## src/rtl/pilha_lifo.sv

```systemverilog
// Word-wide LIFO stack with registered top/second-of-stack outputs, driven by a
// three-state request/execute/respond handshake from a control unit.
module pilha_lifo #(
    parameter int LARGURA      = 16,
    parameter int PROFUNDIDADE = 16
) (
    input  logic                            clock,
    input  logic                            reset,
    input  logic                            pilha_wren,
    input  logic                            controle_pilha,
    input  logic [LARGURA-1:0]              data_pilha,
    output logic [LARGURA-1:0]              topo,
    output logic [LARGURA-1:0]              segundo,
    output logic [$clog2(PROFUNDIDADE):0]   nivel,
    output logic                            cheia,
    output logic                            vazia,
    output logic                            pronto,
    output logic                            erro,
    output logic [1:0]                      estado
);

    localparam int AW = $clog2(PROFUNDIDADE);
    localparam int NW = AW + 1;

    localparam logic [1:0] OCIOSO = 2'd0;
    localparam logic [1:0] EXEC   = 2'd1;
    localparam logic [1:0] RESP   = 2'd2;

    // Handshake: a request is taken only in OCIOSO when pilha_wren is high at
    // a rising edge; it executes on the next edge, pronto is high for the one
    // cycle after that, and strobes seen while busy are dropped.

    logic [1:0]         state_q, state_d;
    logic               op_q, op_d;
    logic [LARGURA-1:0] dado_q, dado_d;
    logic [NW-1:0]      nivel_q, nivel_d;
    logic [LARGURA-1:0] topo_q, topo_d;
    logic [LARGURA-1:0] segundo_q, segundo_d;
    logic               cheia_q, cheia_d;
    logic               vazia_q, vazia_d;
    logic               pronto_q, pronto_d;
    logic               erro_q, erro_d;

    logic [LARGURA-1:0] mem_q [PROFUNDIDADE];
    logic               mem_we;
    logic [AW-1:0]      mem_addr;
    logic [AW-1:0]      seg_idx;

    // After a pop the new second word sits three below the old level.
    assign seg_idx = nivel_q[AW-1:0] - AW'(3);

    always_comb begin
        state_d   = state_q;
        op_d      = op_q;
        dado_d    = dado_q;
        nivel_d   = nivel_q;
        topo_d    = topo_q;
        segundo_d = segundo_q;
        pronto_d  = 1'b0;
        erro_d    = erro_q;
        mem_we    = 1'b0;
        mem_addr  = nivel_q[AW-1:0];

        case (state_q)
            OCIOSO: begin
                if (pilha_wren) begin
                    op_d    = controle_pilha;
                    dado_d  = data_pilha;
                    state_d = EXEC;
                end
            end
            EXEC: begin
                state_d  = RESP;
                pronto_d = 1'b1;
                if (op_q) begin
                    if (cheia_q) begin
                        erro_d = 1'b1;
                    end else begin
                        mem_we    = 1'b1;
                        nivel_d   = nivel_q + NW'(1);
                        topo_d    = dado_q;
                        segundo_d = topo_q;
                    end
                end else begin
                    if (vazia_q) begin
                        erro_d = 1'b1;
                    end else begin
                        nivel_d   = nivel_q - NW'(1);
                        topo_d    = segundo_q;
                        segundo_d = (nivel_q >= NW'(3)) ? mem_q[seg_idx] : '0;
                    end
                end
            end
            RESP: begin
                state_d = OCIOSO;
            end
            default: begin
                state_d = OCIOSO;
            end
        endcase

        cheia_d = (nivel_d == NW'(PROFUNDIDADE));
        vazia_d = (nivel_d == '0);
    end

    always_ff @(posedge clock) begin
        if (reset) begin
            state_q   <= OCIOSO;
            op_q      <= 1'b0;
            dado_q    <= '0;
            nivel_q   <= '0;
            topo_q    <= '0;
            segundo_q <= '0;
            cheia_q   <= 1'b0;
            vazia_q   <= 1'b1;
            pronto_q  <= 1'b0;
            erro_q    <= 1'b0;
        end else begin
            state_q   <= state_d;
            op_q      <= op_d;
            dado_q    <= dado_d;
            nivel_q   <= nivel_d;
            topo_q    <= topo_d;
            segundo_q <= segundo_d;
            cheia_q   <= cheia_d;
            vazia_q   <= vazia_d;
            pronto_q  <= pronto_d;
            erro_q    <= erro_d;
        end
    end

    // Storage is not cleared by reset; words above nivel are never observed.
    always_ff @(posedge clock) begin
        if (mem_we && !reset) begin
            mem_q[mem_addr] <= dado_q;
        end
    end

    assign topo    = topo_q;
    assign segundo = segundo_q;
    assign nivel   = nivel_q;
    assign cheia   = cheia_q;
    assign vazia   = vazia_q;
    assign pronto  = pronto_q;
    assign erro    = erro_q;
    assign estado  = state_q;

endmodule
```

## config.mk

```make
export PLATFORM = sky130hd
export DESIGN_NAME = pilha_lifo
export DESIGN_NICKNAME = d
export VERILOG_FILES = /design/src/rtl/pilha_lifo.sv
export SDC_FILE = /design/constraint.sdc
export NUM_CORES = 1
export LEC_CHECK = 0
export ABC_AREA = 1
export CAP_MARGIN = 30
export CORE_MARGIN = 4
export CORE_UTILIZATION = 45
export DETAILED_ROUTE_END_ITERATION = 10
export SETUP_SLACK_MARGIN = 0.3
export SLEW_MARGIN = 40
export SYNTH_ARGS = -nofsm -noshare
export SYNTH_HDL_FRONTEND = slang
export SYNTH_SLANG_ARGS = --single-unit
```

## constraint.sdc

```tcl
create_clock -name clock -period 2.5 [get_ports clock]
set_clock_uncertainty 0.05 [all_clocks]
set_input_delay 0.625 -clock clock [delete_from_list [all_inputs] [get_ports clock]]
set_output_delay 0.625 -clock clock [all_outputs]
set_load 0.1 [all_outputs]
```

==> impl_metrics.tcl, run 1 <==
set metrics [dict create \
    portBuffers 62 \
    remaining_antenna_violation_count_after_routing 0 \
    timing.critical_path.from_type "register" \
    h_tree_depth_reported_by_cts 2 \
    crit_path_end_kind "register" \
    synth_cells 1177 \
    outcome "finished, final reports clean" \
    nFillCells 2442 \
    wl_per_cell_um 22.6 \
    grt_pass1_wl_um 55000 \
    grt_setup_unrepaired "false" \
    number_of_storage_elements_in_the_synthesis_netlist 316 \
    grt_start_max_net_pins 133 \
    first_global_vias 8723 \
    synthDominantAreaCellType "sky130_fd_sc_hd__edfxtp_1" \
    timing_max_transition_violations_final 0 \
    fp.dieW_um 177 \
    path_clk_slew_ns 0.06 \
    cts_buffer_depth 3 \
    synthMostInstantiatedCell "sky130_fd_sc_hd__nand2_1" \
    critical_path.endpoint "segundo[5]$_SDFFE_PP0P_" \
    crit_fanout 32 \
    clock.fmax_mhz 490 \
    p_per_area_nw_per_um2 799 \
    clk-insertion-delay-late_ns 0.52 \
    worst-setup-path-type "register to register" \
    report.final.setup_viol 0 \
    routed_via_density 5.54 \
    cap_viol_max_count 0 \
    synth_area_per_cell_um2 10.9 \
    worst-endpoint-arrival_ns 2.39 \
    timing_worst_slew_pin_value_ns 0.742 \
    cts.sinks 316 \
    ys_top_cells_by_count "331 x sky130_fd_sc_hd__nand2_1, 256 x sky130_fd_sc_hd__edfxtp_1, 245 x sky130_fd_sc_hd__nand3_1" \
    post_detail_place_hpwl_um 24200 \
    crit-reg2reg-launch "nivel[1]$_SDFF_PP0_" \
    finalWirelength_um 37700 \
    postSynthNetCount 1202 \
    die_h_um 177 \
    design.portCount 63 \
    placementRows 61 \
    regToRegEndpoint "segundo[5]$_SDFFE_PP0P_" \
    hold_path_class "register to register" \
    timing.setup.tns_ns 0 \
    holdBufCountCts 0 \
    worst_path_required_ns 2.85 \
    grt_overflow 0 \
    cts_root_buffer "sky130_fd_sc_hd__clkbuf_16" \
    coreArea_um2 27900 \
    post_synth_top_flop "sky130_fd_sc_hd__edfxtp_1" \
    design.final.nets 1287 \
    synth_largest_type_area_fraction 0.600 \
    hold_viol_final 0 \
    post_cts_resized 0 \
    drt_first_pass_iters 5 \
    cts_tree "yes" \
    power.leakage_nw 5.70 \
    worst_ir_drop_vdd_mv 0.487 \
    synth.cell_area_um2 12800 \
    yosys-top-cells-area "sky130_fd_sc_hd__edfxtp_1 60%, sky130_fd_sc_hd__nand2_1 9.7%, sky130_fd_sc_hd__nand3_1 9.6%, sky130_fd_sc_hd__dfxtp_1 9.4%, sky130_fd_sc_hd__o21ai_0 1.9%" \
    start_util 0.459 \
    tritoncts.num_buffers 35 \
    die_area_um2 31300 \
    synth_edf_count 256 \
    worst_slew_margin_rel 0.505 \
    dr_total_vias 9230 \
    synth_sequential_area_ratio 0.693 \
    critical_path.startpoint "nivel[1]$_SDFF_PP0_" \
    grt.total_usage 0.240 \
    routabilityCongestion 0.895 \
    finalCritPeriodShare 0.817 \
    grt_antenna_before_repair 0 \
    finalCoreUtilization 0.552 \
    layout-drive-gt1-share 0.151 \
    area_growth_syn_to_layout_pct 20.3 \
    synth_cell_types 28 \
    count_of_yosys_warnings_during_synthesis 0 \
    worst_r2r_path_depth 9 \
    regToRegSetupSlack_ns 0.46 \
    drt_first_iter_violations 1103 \
    period_needed_ns 2.04 \
    asyncSetResetFlopFracSynth 0 \
    cts_post_setup_buffers_inserted 0 \
    drt_drc_violations_left 0 \
]
## layout make-up
cell class	count	area, µm²	share of cell area
repair buffers	120	1240	0.0804
clock inverters	18	156	0.0101
clock buffers	45	987	0.0640
multi-input cells	757	3530	0.229
flip-flops and latches	316	8900	0.577
diodes	1	2.50	0.000162
well taps	378	473	0.0307
inverters	32	133	0.00860
## critical path, stage by stage, from the launching register on
cell	delay (ns)
sky130_fd_sc_hd__dfxtp_2	0.32
sky130_fd_sc_hd__inv_1	0.20
sky130_fd_sc_hd__ha_4	0.29
sky130_fd_sc_hd__inv_2	0.11
sky130_fd_sc_hd__buf_12	0.20
sky130_fd_sc_hd__nand3_1	0.12
sky130_fd_sc_hd__nand3_1	0.15
sky130_fd_sc_hd__nand3_1	0.21
sky130_fd_sc_hd__nand3_1	0.20
sky130_fd_sc_hd__a21oi_1	0.08
## sequential cells by signal, indices dropped and copies added, names as in the netlist
| name | flops |
|---|---|
| mem_q | 256 |
| cheia | 1 |
| erro | 1 |
| vazia | 1 |
| pronto | 1 |
| estado | 2 |
| nivel | 5 |
| op_q | 1 |
| topo | 16 |
| dado_q | 16 |
| segundo | 16 |
## layer usage
metal  share of wire  track usage  vias to the layer above
li1                -            -                     4298
met5               0            0                        -
met3           0.081       0.0459                       63
met1            0.40        0.324                     4517
met2            0.49        0.397                      352
met4           0.027       0.0729                        0
## where the power goes
part           switching [W]  leakage (nW)  total (W)  internal (W)
Combinational        0.00102          2.30    0.00135      0.000330
Sequential          0.000105          2.83    0.00589       0.00579
Clock                0.00206         0.564    0.00508       0.00302
Total                0.00319          5.70     0.0123       0.00913
## cells by family after synthesis
family | after synthesis | synth area share
compound gates | 107 | 0.0436
fa+ha+maj | 5 | 0.00488
buf+inv | 104 | 0.0420
flops | 316 | 0.693
simple gates | 645 | 0.216
## layout by cell type (no fill, tap or decap), drive strengths merged
cell type      count
nand4              1
nor2              59
nand2            337
nand3b             1
nand3            245
ha                 5
o211ai             1
diode              1
buf              100
clkbuf            46
a21oi             36
nor3               2
clkdlybuf4s50     19
clkinvlp           1
clkinv            14
edfxtp           256
a31oi             17
inv               33
bufinv             2
dfxtp             60
o21ai             53
## through the flow
stage | cells | instance area [µm²] | power [W] | setup WS [ns] | hold WS, ns
5_1_grt | 1666 | 15400 | 0.0127 | 0.320 | 0.468
4_1_cts | 1665 | 15400 | 0.0124 | 0.397 | 0.440
3_3_place_gp | 1602 | 14200 | 0.00732 | 0.187 | 0.429
2_1_floorplan | 1177 | 13000 | 0.00682 | 0.302 | 0.544
3_5_place_dp | 1602 | 14200 | 0.00733 | 0.188 | 0.434
6_report | 1667 | 15400 | 0.0123 | 0.457 | 0.440
## worst min-delay path by stage
stage | start | end | slack, ns | cells after the start
finish | segundo[15]$_SDFFE_PP0P_ | topo[15]$_SDFFE_PP0P_ | 0.44 | 2
global route | segundo[15]$_SDFFE_PP0P_ | topo[15]$_SDFFE_PP0P_ | 0.47 | 2
CTS | segundo[15]$_SDFFE_PP0P_ | topo[15]$_SDFFE_PP0P_ | 0.44 | 2
detailed placement | erro$_SDFFE_PP0P_ | erro$_SDFFE_PP0P_ | 0.43 | 2
global placement | erro$_SDFFE_PP0P_ | erro$_SDFFE_PP0P_ | 0.43 | 2
floorplan | dado_q[15]$_SDFFE_PP0P_ | topo[15]$_SDFFE_PP0P_ | 0.54 | 2
Note: power is estimated with default switching activity, not from simulation.
==> inputs of run 2 (changes only) <==
clock period = 1.68 ns   (was 2.5 ns; I/O delays follow)
==> impl_metrics.tcl, run 2 (same netlist as run 1, synthesis figures left out) <==
set metrics [dict create \
    routed_via_density 5.59 \
    p_per_area_nw_per_um2 1020 \
    hold_path_class "input port to register" \
    crit_path_end_kind "register" \
    cts_tree "yes" \
    nFillCells 2116 \
    hp-start "reset" \
    worst_slew_margin_rel 0.492 \
    final_cell_mix "321 x sky130_fd_sc_hd__nand2_1, 256 x sky130_fd_sc_hd__edfxtp_1, 155 x sky130_fd_sc_hd__nand3_1" \
    grt.total_usage 0.252 \
    layout-drive-gt1-share 0.331 \
    crit-reg2reg-launch "nivel[0]$_SDFF_PP0_" \
    timing.critical_path.from_type "register" \
    finalCritPeriodShare 1.06 \
    area_growth_syn_to_layout_pct 41.6 \
    timing_max_transition_violations_final 0 \
    remaining_antenna_violation_count_after_routing 0 \
    dr_total_vias 9850 \
    clock.fmax_mhz 561 \
    layout_commonest_cell "sky130_fd_sc_hd__nand2_1" \
    drt_drc_violations_left 0 \
    worst_path_required_ns 2.07 \
    portBuffers 62 \
    min_delay_path_depth 3 \
    hold_end "nivel[1]$_SDFF_PP0_" \
    h_tree_depth_reported_by_cts 2 \
    design.portCount 63 \
    die_area_um2 31300 \
    grt_overflow 0 \
    worst-setup-path-type "register to register" \
    drt_first_iter_violations 1014 \
    path_clk_slew_ns 0.06 \
    start_util 0.459 \
    grt_pass1_wl_um 59300 \
    failing_checks "setup timing" \
    finalPower_w 0.0186 \
    worst-endpoint-arrival_ns 2.17 \
    holdBufCountCts 0 \
    cts_root_buffer "sky130_fd_sc_hd__clkbuf_16" \
    timing.setup.tns_ns -4.18 \
    crit_fanout 7 \
    period_needed_ns 1.78 \
    wl_per_cell_um 22.9 \
    grt_start_max_net_pins 45 \
    routabilityCongestion 0.793 \
    tritoncts.num_buffers 34 \
    grt_setup_unrepaired "true" \
    finalCoreUtilization 0.650 \
    regToRegSetupSlack_ns -0.10 \
    setup_slack_ns -0.104 \
    die_h_um 177 \
    clk-insertion-delay-late_ns 0.51 \
    cts_buffer_depth 3 \
    drt_first_pass_iters 5 \
    worst_r2r_path_depth 10 \
    largest_register_ffs 256 \
    design.final.nets 1386 \
    regToRegEndpoint "segundo[5]$_SDFFE_PP0P_" \
    fp.dieW_um 177 \
    timing_worst_slew_pin_value_ns 0.761 \
    pre_cts_slack_ns -0.522 \
    power.leakage_nw 6.79 \
    finalWirelength_um 40300 \
    antenna_cells 0 \
    dp.cells 1658 \
    hold_viol_final 0 \
    worst_ir_drop_vdd_mv 0.927 \
    placementRows 61 \
    report.final.setup_viol 120 \
    finalNonFillerCells 1762 \
    cap_viol_max_count 0 \
    post_detail_place_hpwl_um 23300 \
    grt_antenna_before_repair 0 \
    outcome "complete, but fails checks" \
    register_bank_with_the_most_flops "mem_q" \
    cts.sinks 316 \
    first_global_vias 9675 \
    coreArea_um2 27900 \
]
run 2: through the flow:
stage	hold WS, ns	cell area, µm²
finish	0.374	18200
floorplan	0.505	13400
global placement	0.439	15700
CTS	0.448	17600
detailed placement	0.449	15700
global route	0.389	18200
run 2: per-layer routing:
layer	vias to the layer above	GRT usage	wire length [µm]
met5	-	0	0
met4	0	0.0577	872
met3	66	0.0434	2850
met2	382	0.414	19500
met1	4890	0.357	17000
li1	4512	-	-
run 2: worst max-delay path: stages (launching register included):
cell,delay [ns]
sky130_fd_sc_hd__dfxtp_4,0.37
sky130_fd_sc_hd__inv_4,0.05
sky130_fd_sc_hd__ha_4,0.34
sky130_fd_sc_hd__inv_8,0.08
sky130_fd_sc_hd__buf_12,0.16
sky130_fd_sc_hd__buf_4,0.16
sky130_fd_sc_hd__nand3_2,0.08
sky130_fd_sc_hd__nand3_2,0.07
sky130_fd_sc_hd__nand3_2,0.10
sky130_fd_sc_hd__nand3_4,0.11
sky130_fd_sc_hd__a21oi_2,0.15
run 2: repair_timing:
item                                    4_1_cts  5_1_grt
gates cloned                                  9        5
gates resized for setup                     107       87
pin swaps                                    34       13
endpoints found under the setup margin      336      338
buffers inserted                             12       19
run 2: final cells by class:
class / instances / area, µm² / area share
clock inverter: 12 / 90.1 / 0.00496
multi-input combinational: 757 / 4190 / 0.231
timing repair inverter: 1 / 8.76 / 0.000483
clock buffer: 47 / 962 / 0.0530
inverter: 32 / 168 / 0.00924
timing repair buffer: 219 / 3230 / 0.178
tap: 378 / 473 / 0.0261
sequential: 316 / 9030 / 0.498
run 2: how the worst max path moves through the flow:
stage / from / slack [ns] / to
after floorplan: estado[0]$_SDFFE_PP0P_ / -0.42 / mem_q[13][0]$_DFFE_PP_
after global placement: reset / -0.50 / mem_q[15][4]$_DFFE_PP_
after detailed placement: reset / -0.52 / mem_q[15][4]$_DFFE_PP_
after CTS: nivel[0]$_SDFF_PP0_ / -0.08 / segundo[5]$_SDFFE_PP0P_
after global routing: nivel[0]$_SDFF_PP0_ / -0.15 / segundo[2]$_SDFFE_PP0P_
final: nivel[0]$_SDFF_PP0_ / -0.10 / segundo[5]$_SDFFE_PP0P_
run 2: power by group:
part | switching [W] | internal [W]
Clock | 0.00295 | 0.00416
Combinational | 0.00170 | 0.00105
Sequential | 0.000135 | 0.00859
Total | 0.00479 | 0.0138
==> inputs of run 3 (changes only) <==
DONT_BUFFER_PORTS = 1   (was unset)
==> impl_metrics.tcl, run 3 (same netlist as run 1, synthesis figures left out) <==
set metrics [dict create \
    dp.cells 1594 \
    hold_path_class "input port to register" \
    timing_max_transition_violations_final 0 \
    grt_start_max_net_pins 49 \
    clock.fmax_mhz 561 \
    report.final.setup_viol 130 \
    hold_end "estado[0]$_SDFFE_PP0P_" \
    power.leakage_nw 6.61 \
    drt_first_iter_violations 914 \
    final_area_um2 17800 \
    wl_per_cell_um 23.1 \
    cap_viol_max_count 0 \
    path_clk_slew_ns 0.07 \
    layout-drive-gt1-share 0.358 \
    portBuffers 0 \
    die_area_um2 31300 \
    worst_ir_drop_vdd_mv 0.869 \
    post_detail_place_hpwl_um 22900 \
    placed_cell_area_um2 14600 \
    grt_antenna_before_repair 0 \
    die_h_um 177 \
    period_needed_ns 1.78 \
    timing.critical_path.from_type "register" \
    cts_tree "yes" \
    worst_slew_margin_rel 0.723 \
    final_cell_mix "318 x sky130_fd_sc_hd__nand2_1, 256 x sky130_fd_sc_hd__edfxtp_1, 133 x sky130_fd_sc_hd__nand3_2" \
    regToRegEndpoint "segundo[6]$_SDFFE_PP0P_" \
    crit-reg2reg-launch "nivel[0]$_SDFF_PP0_" \
    worst-endpoint-arrival_ns 2.23 \
    antenna_cells 0 \
    layout_commonest_cell "sky130_fd_sc_hd__nand2_1" \
    cts.sinks 316 \
    drt_drc_violations_left 0 \
    crit_fanout 7 \
    finalWirelength_um 39500 \
    cts_root_buffer "sky130_fd_sc_hd__clkbuf_16" \
    grt.total_usage 0.245 \
    routed_via_density 5.64 \
    worst_r2r_path_depth 11 \
    coreArea_um2 27900 \
    drt_first_pass_iters 6 \
    register_bank_with_the_most_flops "mem_q" \
    remaining_antenna_violation_count_after_routing 0 \
    tritoncts.num_buffers 31 \
    largest_register_ffs 256 \
    failing_checks "setup timing" \
    design.portCount 63 \
    setup_slack_ns -0.103 \
    first_global_vias 9509 \
    finalNonFillerCells 1712 \
    p_per_area_nw_per_um2 1060 \
    routabilityCongestion 0.808 \
    grt_overflow 0 \
    grt_pass1_wl_um 58200 \
    regToRegSetupSlack_ns -0.10 \
    finalCritPeriodShare 1.06 \
    area_growth_syn_to_layout_pct 39.1 \
    placementRows 61 \
    fp.dieW_um 177 \
    design.final.nets 1334 \
    cts_buffer_depth 3 \
    worst-setup-path-type "register to register" \
    start_util 0.459 \
    worst_path_required_ns 2.13 \
    grt_setup_unrepaired "true" \
    hold_viol_final 0 \
    outcome "complete, but fails checks" \
    min_delay_path_depth 4 \
    hp-start "pilha_wren" \
    crit_path_end_kind "register" \
    timing_worst_slew_pin_value_ns 0.415 \
    finalPower_w 0.0189 \
    h_tree_depth_reported_by_cts 1 \
    dr_total_vias 9649 \
    finalHoldWorstSlack_ns 0.192 \
    clk-insertion-delay-late_ns 0.57 \
]
run 3: cell type report:
class / instances / area, µm²
timing repair inverter: 2 / 25.0
timing repair buffer: 169 / 2330
sequential: 316 / 9040
clock inverter: 12 / 191
multi-input combinational: 757 / 4690
fill: 2038 / 10100
inverter: 32 / 169
tap: 378 / 473
clock buffer: 46 / 902
run 3: worst max path at each step:
stage / end / cells after the start / slack, ns / start
final: segundo[6]$_SDFFE_PP0P_ / 11 / -0.10 / nivel[0]$_SDFF_PP0_
after global routing: segundo[0]$_SDFFE_PP0P_ / 9 / -0.18 / nivel[0]$_SDFF_PP0_
after CTS: segundo[14]$_SDFFE_PP0P_ / 12 / -0.10 / nivel[0]$_SDFF_PP0_
after detailed placement: segundo[2]$_SDFFE_PP0P_ / 10 / -0.13 / nivel[1]$_SDFF_PP0_
after global placement: segundo[1]$_SDFFE_PP0P_ / 10 / -0.10 / nivel[1]$_SDFF_PP0_
after floorplan: mem_q[13][0]$_DFFE_PP_ / 7 / -0.42 / estado[0]$_SDFFE_PP0P_
run 3: what timing repair did:
item / 4_1_cts / 5_1_grt
hold buffers: 18 / 0
cloned: 14 / 3
gates resized for setup: 185 / 105
buffers inserted: 17 / 8
endpoints found under the hold margin: 26 / 0
setup endpoints to repair: 346 / 348
pin swaps: 74 / 48
run 3: report_power, final:
part	total, W	internal [W]	switching (W)	leakage (nW)
sequential	0.00901	0.00859	0.000426	2.86
clock	0.00741	0.00446	0.00294	0.537
combinational	0.00246	0.000973	0.00149	3.21
run 3: stage by stage:
step | TNS (ns) | worst slack (ns) | utilization
3_5_place_dp | -6.78 | -0.133 | 0.522
6_report | -5.34 | -0.103 | 0.638
5_1_grt | -13.06 | -0.176 | 0.638
2_1_floorplan | -100.00 | -0.417 | -
3_3_place_gp | -4.76 | -0.102 | 0.522
4_1_cts | -2.73 | -0.103 | 0.615
run 3: critical path, stage by stage (launching register included):
cell and delay, ns:
sky130_fd_sc_hd__dfxtp_4 0.39, sky130_fd_sc_hd__inv_4 0.05, sky130_fd_sc_hd__ha_4 0.31, sky130_fd_sc_hd__buf_12 0.12
sky130_fd_sc_hd__inv_12 0.04, sky130_fd_sc_hd__buf_12 0.13, sky130_fd_sc_hd__buf_16 0.14, sky130_fd_sc_hd__nand3_1 0.11
sky130_fd_sc_hd__nand3_2 0.09, sky130_fd_sc_hd__nand3_2 0.09, sky130_fd_sc_hd__nand3_2 0.06, sky130_fd_sc_hd__a21oi_1 0.13
run 3: layer usage:
| layer | global-route usage | vias to the layer above | share of wire |
|---|---|---|---|
| met2 | 0.406 | 383 | 0.50 |
| met1 | 0.326 | 4773 | 0.40 |
| met3 | 0.0350 | 94 | 0.064 |
| met4 | 0.104 | 0 | 0.035 |
| li1 | - | 4399 | - |
| met5 | 0 | - | 0 |
